`config.mk`:
```
export PLATFORM = sky130hd
export DESIGN_NAME = rvvi_tx_arb
export DESIGN_NICKNAME = d
export VERILOG_FILES = /design/src/rtl/rvvi_tx_arb.sv
export SDC_FILE = /design/constraint.sdc
export NUM_CORES = 1
export LEC_CHECK = 0
export ABC_AREA = 1
export BUFFER_PORTS_ARGS = -buffer_cell sky130_fd_sc_hd__buf_2
export CORE_AREA = 3 3 91 59
export DETAILED_ROUTE_END_ITERATION = 12
export DIE_AREA = 0 0 94 62
export PLACE_DENSITY = 0.93
export SYNTH_ARGS = -nofsm -noshare
export SYNTH_HDL_FRONTEND = slang
export SYNTH_SLANG_ARGS = --single-unit
```
`constraint.sdc`:
```
create_clock -name m_axi_aclk -period 3.57 [get_ports m_axi_aclk]
set_input_delay 0.714 -clock m_axi_aclk [delete_from_list [all_inputs] [get_ports m_axi_aclk]]
set_output_delay 0.714 -clock m_axi_aclk [all_outputs]
set_load 0.05 [all_outputs]
```
`src/rtl/rvvi_tx_arb.sv`:
```
// rvvi_tx_arb: frame-atomic arbiter sharing the MAC tx stream between the RVVI source (0) and the control source (1).
// Source 1 has priority, limited by a burst cap. Define RVVI_TX_ARB_STATS_EN to enable the per-source frame counters.
module rvvi_tx_arb #(
    parameter int DATA_WIDTH = 32,
    parameter int KEEP_WIDTH = DATA_WIDTH / 8,
    parameter int MAX_BURST  = 4,
    parameter int GAP_CYCLES = 2
) (
    input  logic                  m_axi_aclk,
    input  logic                  m_axi_aresetn,
    input  logic [DATA_WIDTH-1:0] S0Tdata,
    input  logic [KEEP_WIDTH-1:0] S0Tkeep,
    input  logic                  S0Tvalid,
    input  logic                  S0Tlast,
    output logic                  S0Tready,
    input  logic [DATA_WIDTH-1:0] S1Tdata,
    input  logic [KEEP_WIDTH-1:0] S1Tkeep,
    input  logic                  S1Tvalid,
    input  logic                  S1Tlast,
    output logic                  S1Tready,
    output logic [DATA_WIDTH-1:0] MTdata,
    output logic [KEEP_WIDTH-1:0] MTkeep,
    output logic                  MTvalid,
    output logic                  MTlast,
    input  logic                  MTready,
    output logic [1:0]            Owner,
    output logic                  Busy,
    output logic [31:0]           S0Frames,
    output logic [31:0]           S1Frames
);
    typedef enum logic [1:0] {IDLE, GRANT0, GRANT1, GAP} state_e;

    state_e     state_q, state_d;
    logic [3:0] burst_q, burst_d, gap_q, gap_d;
    logic       g0, g1, frame_end;

    always_comb begin
        g0        = state_q == GRANT0;
        g1        = state_q == GRANT1;
        MTvalid   = g0 ? S0Tvalid : g1 ? S1Tvalid : 1'b0;
        MTlast    = g0 ? S0Tlast : g1 ? S1Tlast : 1'b0;
        MTdata    = g0 ? S0Tdata : g1 ? S1Tdata : '0;
        MTkeep    = g0 ? S0Tkeep : g1 ? S1Tkeep : '0;
        S0Tready  = g0 & MTready;
        S1Tready  = g1 & MTready;
        frame_end = MTvalid & MTready & MTlast;
        Owner     = {g1, g0};
        Busy      = state_q != IDLE;
        state_d   = state_q;
        burst_d   = burst_q;
        gap_d     = gap_q;
        case (state_q)
            IDLE: begin
                // The burst cap only matters while source 0 is actually waiting.
                if (S1Tvalid && (!S0Tvalid || burst_q < 4'(MAX_BURST))) begin
                    state_d = GRANT1;
                    burst_d = S0Tvalid ? burst_q + 4'd1 : 4'd0;
                end else if (S0Tvalid) begin
                    state_d = GRANT0;
                    burst_d = 4'd0;
                end
            end
            GRANT0, GRANT1: begin
                if (frame_end) begin
                    state_d = GAP_CYCLES > 0 ? GAP : IDLE;
                    gap_d   = GAP_CYCLES > 0 ? 4'(GAP_CYCLES - 1) : 4'd0;
                end
            end
            default: begin
                if (gap_q == 4'd0) state_d = IDLE;
                else gap_d = gap_q - 4'd1;
            end
        endcase
    end

    always_ff @(posedge m_axi_aclk or negedge m_axi_aresetn) begin
        if (!m_axi_aresetn) begin
            state_q <= IDLE;
            burst_q <= 4'd0;
            gap_q   <= 4'd0;
        end else begin
            state_q <= state_d;
            burst_q <= burst_d;
            gap_q   <= gap_d;
        end
    end

`ifdef RVVI_TX_ARB_STATS_EN
    logic [31:0] s0_frames_q, s0_frames_d, s1_frames_q, s1_frames_d;

    always_comb begin
        s0_frames_d = s0_frames_q + {31'd0, frame_end & g0};
        s1_frames_d = s1_frames_q + {31'd0, frame_end & g1};
    end

    always_ff @(posedge m_axi_aclk or negedge m_axi_aresetn) begin
        if (!m_axi_aresetn) begin
            s0_frames_q <= 32'd0;
            s1_frames_q <= 32'd0;
        end else begin
            s0_frames_q <= s0_frames_d;
            s1_frames_q <= s1_frames_d;
        end
    end

    assign S0Frames = s0_frames_q;
    assign S1Frames = s1_frames_q;
`else
    assign S0Frames = 32'd0;
    assign S1Frames = 32'd0;
`endif
endmodule

```
# ---- Word-level counts from Yosys, hierarchy flattened
# Index checks and enable logic that the tools add are counted.
dict set report word_totals {
  ff_bits 10
  input_bits 79
}
dict set report classes {
  add_sub_neg 2
  magnitude_cmp 1
  eq_ne 5
  mux 19
  n_bitwise 5
  n_reduce_logical 12
}
# operator count
set op_table {}
lappend op_table {{32-bit two-way mux} 2}
lappend op_table {{4-bit two-way mux} 7}
lappend op_table {{2-bit two-way mux} 4}
lappend op_table {{4-bit one-hot mux with 2 select lines} 1}
lappend op_table {{3-bit AND reduction} 2}
lappend op_table {{4-bit by 1-bit adder with 4-bit output, second input constant} 1}
lappend op_table {{1-bit AND} 4}
lappend op_table {{4-bit zero test} 1}
lappend op_table {{4-bit by 3-bit < comparator with 1-bit output, second input constant} 1}
lappend op_table {{1-bit two-way mux} 4}
lappend op_table {{2-bit one-hot mux with 2 select lines} 1}
lappend op_table {{2-bit nonzero test} 2}
lappend op_table {{4-bit by 1-bit subtractor with 4-bit output, second input constant} 1}
lappend op_table {{3-bit != test, second input constant} 1}
lappend op_table {{3-bit nonzero test} 1}
lappend op_table {{2-bit by 1-bit == test with 1-bit output, second input constant} 1}
lappend op_table {{2-bit == test, second input constant} 1}
lappend op_table {{2-bit zero test} 1}
lappend op_table {{2-bit by 1-bit != test with 1-bit output, second input constant} 1}
lappend op_table {{2-bit != test, second input constant} 1}
lappend op_table {{2-bit AND reduction} 1}
lappend op_table {{2-bit OR reduction} 1}
lappend op_table {{1-bit logical AND} 1}
lappend op_table {{1-bit zero test} 1}
lappend op_table {{other kinds (2)} 2}

# ---- Longest topological paths before layout
# Gate-level depths: netlist of the first run.
dict set report depth {
  ltp_word 7
  mapped_depth 11
  ltp_nobuf 10
}

# ---- Worst setup path before layout of the first run
# OpenSTA, ideal clock, no wires.
dict set report synth_path {
  path_type {reg-to-output}
  from {register state_q[1]}
  to {output MTdata[10]}
  arrival_time_ps 1538
  setup_slack_ps 1318
  stages_incl_launch_ff 8
  path_cell_list {dfrtp_1 inv_1 ha_1 inv_2 buf_6 clkbuf_1 nand3_1 nand2_1}
}
dict set report synth_between {
  word_cells_on_any_way 4
}
# item line
set synth_lines {}
lappend synth_lines {{start, declared} 33} ;# state_e state_q, state_d;
lappend synth_lines {{start signal, assigned} 82} ;# state_q <= state_d;
lappend synth_lines {{2-bit by 1-bit == test with 1-bit output} 38} ;# g0 = state_q == GRANT0;
lappend synth_lines {{net g0} 35} ;# logic g0, g1, frame_end;
lappend synth_lines {{32-bit two-way mux} 42} ;# MTdata = g0 ? S0Tdata : g1 ? S1Tdata : '0;
lappend synth_lines {{end, declared} 21} ;# output logic [DATA_WIDTH-1:0] MTdata,
# The timed path passes the listed nets, and every way through them passes these cells.

# ---- Final worst setup path of the first run
dict set report layout_path {
  from {register state_q[0]}
  to {output MTdata[13]}
}
dict set report layout_between {
  elab_chain_cells 3
  word_cells_on_any_way 4
}
# item line
set layout_lines {}
lappend layout_lines {{2-bit == test} 39} ;# g1 = state_q == GRANT1;
lappend layout_lines {{32-bit two-way mux} 42}
lappend layout_lines {{32-bit two-way mux (*)} 42}
# Every way passes the cells marked *; elsewhere a longest branch is shown, timed or not.

==> impl_metrics.toml, run 1 <==
[run_status]
run_status = "finished, final reports clean"

[synthesis]
synth_ff_type = "dfrtp_1"
synth_top_area_frac = 0.288
synth_seq_cells = 10
yosysTopAreaCell = "buf_4"
synthTopCellsByArea = "buf_4 29%, nand2_1 21%, dfrtp_1 15%"
ys_warn_count = 0
ys_seq_area_frac = 0.145
ys_types = 24
ys_async_sr_fraction = 1.00
syn_inst = 281
syn_area_per_cell_um2 = 6.12
synth_edf_count = 0
netlist_area_mm2 = 0.00172

[sta]
setup_violations = 0
min_period_ns = 2.83
hold_viol_final = 0
fin_skew_ns = 0.00254
post-route-period-util = 0.793
tightest_slew_ns = 0.583
relSlewSlack = 0.611
rsz0062_at_grt = "no"
slew_violations = 0
max_freq_mhz = 353
fin_setup_tns_ns = 0

[clock_network]
clkLatencyLatePin_ns = 0.24
root_buffer = "clkbuf_8"
hold_buffers = 0
cts_tree = "built"
clk_path_buf_depth = 2
htree_levels = 1
cts_sinks = 10
clk_pin_slew_ns = 0.05
cts_resized = 0
cts_buffers = 3
cts_setup_buffers = 0

[grt]
grt_pass1_vias = 1475
antenna_found_initial = 0
grt_max_degree = 41
grt_use_total = 0.137
grt_overflow = 0
grt_pass1_wl_um = 6460

[layout]
regArea_um2 = 250
multi_input_area_mm2 = 0.00108
drive_gt1_frac = 0.354
antenna_cells = 0
nFillCells = 461
fin_cells = 456
layout_commonest_cell = "buf_2"
layout.nets = 480
layout_common_cells = "121 x buf_2, 96 x nand2_1, 64 x conb_1, 43 x nand3_1, 15 x inv_1"
area_growth_pct = 25.2

[power_and_ir_drop]
powerDensity_mw_per_mm2 = 1070
p_leak_nw = 1.46
worst_ir_drop_vdd_mv = 0.601

[floorplan]
start_util = 0.381
die_y_um = 62
dieArea_mm2 = 0.00583
rows = 19
fp.dieW_um = 94
coreArea_mm2 = 0.00452
ioPinCount = 186

[run]
max-cap-violations = 0

[setup_path]
worstSetupPathType = "register to output port"
critical_path_arrival_ns = 2.12
reg2reg_depth = 10
end_kind = "output port"
cp-start-kind = "register"
worstPathRequired_ns = 2.86
crit_fanout = 26

[detailed_routing]
via_per_inst = 4.24
post-route-drc-count = 0
vias = 1932
wl_um = 4930
ant_nets = 0
drt_pass1_iterations = 5
wl_per_cell_um = 10.8
drt_iter0_drc = 67

[hold_path]
min_path_type = "input pin to asynchronous set/reset pin"

[placed_design]
dp.cells = 452
gp_congestion = 0.802
dp_hpwl_um = 4140
place.port_buffers = 121
[path summary, 6_finish.rpt]
check                      slack, ns          to     startpoint
min in group m_axi_aclk         0.47    gap_q[1]       gap_q[1]
min                             0.33  burst_q[1]  m_axi_aresetn
min reg2reg                     0.47    gap_q[1]       gap_q[1]
max in group asynchronous       3.04  state_q[1]  m_axi_aresetn
max reg2reg                     1.66    gap_q[2]     state_q[1]
max                             0.74  MTdata[13]     state_q[0]
[layer usage]
metal | part of all wire | track usage | vias to the layer above
met3 | 0.083 | 0.0265 | 2
met2 | 0.52 | 0.245 | 97
met4 | 0.0028 | 0.0309 | 0
li1 | - | - | 979
met1 | 0.39 | 0.176 | 854
met5 | 0 | 0 | -
[worst max-delay path: stages (launching register included)]
cell and delay (ns):
dfrtp_1 0.41, inv_1 0.10, ha_1 0.49, buf_4 0.37
nand3_1 0.12, nand2_1 0.11, buf_2 0.27
[synthesized netlist by cell type, types with 2 or more instances]
cell type / n
inv_1: 15
nand2_1: 96
nor2_1: 5
nand3_1: 43
ha_1: 7
nand3_2: 2
dfrtp_1: 10
buf_4: 66
nand4_1: 2
a21oi_1: 5
o21ai_0: 3
nand2_2: 4
clkbuf_1: 3
inv_2: 3
buf_2: 8
[logic make-up after synthesis]
family                     synth area share
adders and majority gates            0.0509
xor gates and xnor gates            0.00509
and+or+nand+nor                       0.383
muxes                               0.00582
AOI/OAI and AO/OA                    0.0444
DFF                                   0.145
other                               0.00218
buffers and inverters                 0.364
[state kept, by name, summed over array words and instances, names as in the netlist]
register and count:
burst_q 4, gap_q 4, state_q 2
[cell type report]
cell class,count,share of cell area
tap,63,0.0366
sequential,10,0.116
multi-input combinational,238,0.502
clock buffer,4,0.0256
inverter,18,0.0314
timing repair buffer,123,0.288
[where the power goes]
part           internal [mW]  switching, mW  leakage (nW)
sequential             0.159         0.0319         0.129
clock                 0.0973         0.0489        0.0288
combinational          0.419           1.55          1.31
[per-stage QoR]
| step | total power [mW] | area, µm² | util | setup WS, ns | hold slack, ns |
|---|---|---|---|---|---|
| final | 2.31 | 2150 | 0.477 | 0.740 | 0.333 |
| after detailed placement | 2.16 | 2100 | 0.465 | 0.992 | 0.469 |
| after CTS | 2.31 | 2150 | 0.477 | 0.733 | 0.345 |
| after global routing | 2.47 | 2150 | 0.477 | 0.607 | 0.359 |
| after global placement | 2.12 | 2100 | 0.465 | 1.09 | 0.456 |
| after floorplan | 1.87 | 1960 | - | 1.32 | 0.418 |
No activity file was read; power rests on OpenSTA's default activity.
==> inputs of run 2 (changes only) <==
==> config.mk (replaced) <==
export PLATFORM = sky130hd
export DESIGN_NAME = rvvi_tx_arb
export DESIGN_NICKNAME = d
export VERILOG_FILES = /design/src/rtl/rvvi_tx_arb.sv
export SDC_FILE = /design/constraint.sdc
export NUM_CORES = 1
export LEC_CHECK = 0
export ABC_AREA = 0
export BUFFER_PORTS_ARGS = -buffer_cell sky130_fd_sc_hd__buf_2
export CORE_AREA = 3 3 97 62
export DETAILED_ROUTE_END_ITERATION = 12
export DIE_AREA = 0 0 100 65
export PLACE_DENSITY = 0.84
export SYNTH_ARGS = -nofsm -noshare
export SYNTH_HDL_FRONTEND = slang
export SYNTH_SLANG_ARGS = --single-unit
==> constraint.sdc (replaced) <==
create_clock -name m_axi_aclk -period 2.6 [get_ports m_axi_aclk]
set_input_delay 0.52 -clock m_axi_aclk [delete_from_list [all_inputs] [get_ports m_axi_aclk]]
set_output_delay 0.52 -clock m_axi_aclk [all_outputs]
set_load 0.05 [all_outputs]
==> impl_metrics.toml, run 2 <==
[setup_path]
worstPathRequired_ns = 2.08
cp-start-kind = "register"
worstSetupPathType = "register to output port"
critical_path_arrival_ns = 1.92
worst_r2r_endpoint = "state_q[1]"
end_kind = "output port"
reg2reg_depth = 7
timing.rr.start = "state_q[1]"
reg2reg_setup_slack_ns = 0.44
crit_fanout = 46

[sta]
fin_setup_tns_ns = 0
slew_violations = 0
fin_hold_ws_ns = 0.133
min_period_ns = 2.44
timing.final.ws_setup_ns = 0.158
fin_skew_ns = 0.00637
max_freq_mhz = 409
post-route-period-util = 0.939
hold_viol_final = 0
rsz0062_at_grt = "no"
setup_violations = 0

[placed_design]
gp_congestion = 0.836
place_ws_ns = 0.400
dp.cells = 360
place.port_buffers = 121
dp_hpwl_um = 4210

[synthesis]
yosysTopAreaCell = "buf_4"
synth_common_cells = "66 x buf_4, 36 x a22o_1, 10 x dfrtp_1"
synth_seq_cells = 10
synth_top_area_frac = 0.320
syn_area_per_cell_um2 = 8.50
synth_ff_type = "dfrtp_1"
syn_inst = 182
ys_async_sr_fraction = 1.00
netlist_area_mm2 = 0.00155
ys_warn_count = 0
synthTopCellsByArea = "buf_4 32%, a22o_1 20%, dfrtp_1 16%"
ys_seq_area_frac = 0.162
ys_types = 33
synth_edf_count = 0
yosysMostFrequentCell = "buf_4"

[layout]
area_growth_pct = 31.7
layout_commonest_cell = "buf_2"
reg_top3 = "burst_q (4), gap_q (4), state_q (2)"
layout.nets = 385
fin_cells = 365
final_util = 0.401
nFillCells = 535
layout_common_cells = "121 x buf_2, 64 x conb_1, 36 x a22o_1, 10 x dfrtp_1"
drive_gt1_frac = 0.453

[grt]
grt_overflow = 0
grt_pass1_vias = 1441
grt_pass1_wl_um = 7000
grt_max_degree = 47
antenna_found_initial = 1
grt_use_total = 0.132

[floorplan]
die_y_um = 65
fp.dieW_um = 100
start_util = 0.305
ioPinCount = 186
rows = 20
dieArea_mm2 = 0.00650
coreArea_mm2 = 0.00508

[detailed_routing]
wl_um = 4930
drt_pass1_iterations = 6
via_per_inst = 4.26
drt_iter0_drc = 81
post-route-drc-count = 0
wl_per_cell_um = 13.5
ant_nets = 0
vias = 1555

[run]
max-cap-violations = 0

[clock_network]
clk_path_buf_depth = 2
htree_levels = 1
hold_buffers = 0
cts_buffers = 3
root_buffer = "clkbuf_8"
clkLatencyLatePin_ns = 0.24
cts_sinks = 10
cts_setup_buffers = 0
clk_pin_slew_ns = 0.05
cts_resized = 0
cts_tree = "built"

[hold_path]
min_path_type = "input pin to asynchronous set/reset pin"

[power_and_ir_drop]
worst_ir_drop_vdd_mv = 0.710
p_leak_nw = 1.23
powerDensity_mw_per_mm2 = 1620

[run_status]
run_status = "finished, final reports clean"
## run 2: changes by cell type after synthesis, moves of 4 or more
cell	previous run	this run
nand2_1	96	7
buf_2	8	4
a22o_1	0	36
nand3_1	43	1
inv_1	15	7
## run 2: worst max-delay path, stage by stage (launching register included)
cell	delay [ns]
dfrtp_1	0.42
inv_1	0.10
ha_1	0.21
buf_4	0.42
a22o_1	0.25
buf_2	0.27
## run 2: worst max path at each step
| stage | start | to | slack [ns] |
|---|---|---|---|
| after floorplan | state_q[1] | MTkeep[2] | -0.005 |
| after detailed placement | state_q[0] | MTdata[18] | 0.40 |
| after global placement | state_q[0] | MTdata[18] | 0.43 |
| after CTS | state_q[0] | MTdata[18] | 0.12 |
| after global routing | state_q[1] | MTdata[18] | 0.0008 |
| final | state_q[1] | MTdata[18] | 0.16 |
## run 2: layout make-up
class / instances / area, µm² / area share
Tap cell: 66 / 82.6 / 0.0405
Antenna cell: 1 / 2.50 / 0.00123
Sequential cell: 10 / 250 / 0.123
Multi-Input combinational cell: 153 / 981 / 0.481
Clock buffer: 4 / 55.1 / 0.0270
Inverter: 7 / 26.3 / 0.0129
Timing Repair Buffer: 124 / 641 / 0.314
## run 2: through the flow
stage | power [mW] | cell area (µm²)
2_1_floorplan | 2.63 | 1780
3_3_place_gp | 3.05 | 1980
4_1_cts | 3.31 | 2030
6_report | 3.31 | 2040
5_1_grt | 3.51 | 2040
3_5_place_dp | 3.10 | 1980
## run 2: routing by layer
layer | vias to the layer above | track usage | routed length, µm
met5 | - | 0 | 0
met4 | 0 | 0.0504 | 98
met3 | 11 | 0.0376 | 356
met2 | 77 | 0.223 | 2630
met1 | 712 | 0.159 | 1840
li1 | 755 | - | -
## run 2: where the power goes
| part | leakage, nW | total [mW] | internal (mW) | switching (mW) |
|---|---|---|---|---|
| clock network | 0.0288 | 0.200 | 0.134 | 0.0667 |
| registers | 0.127 | 0.278 | 0.222 | 0.0551 |
| logic | 1.07 | 2.83 | 0.773 | 2.06 |
## run 2: cells by family after synthesis
kind of cell / synth area share
AOI/OAI and AO/OA: 0.317
adders and majority gates: 0.0566
DFF: 0.162
and+or+nand+nor: 0.0841
muxes: 0.0162
buffers and inverters: 0.362
other: 0.00242
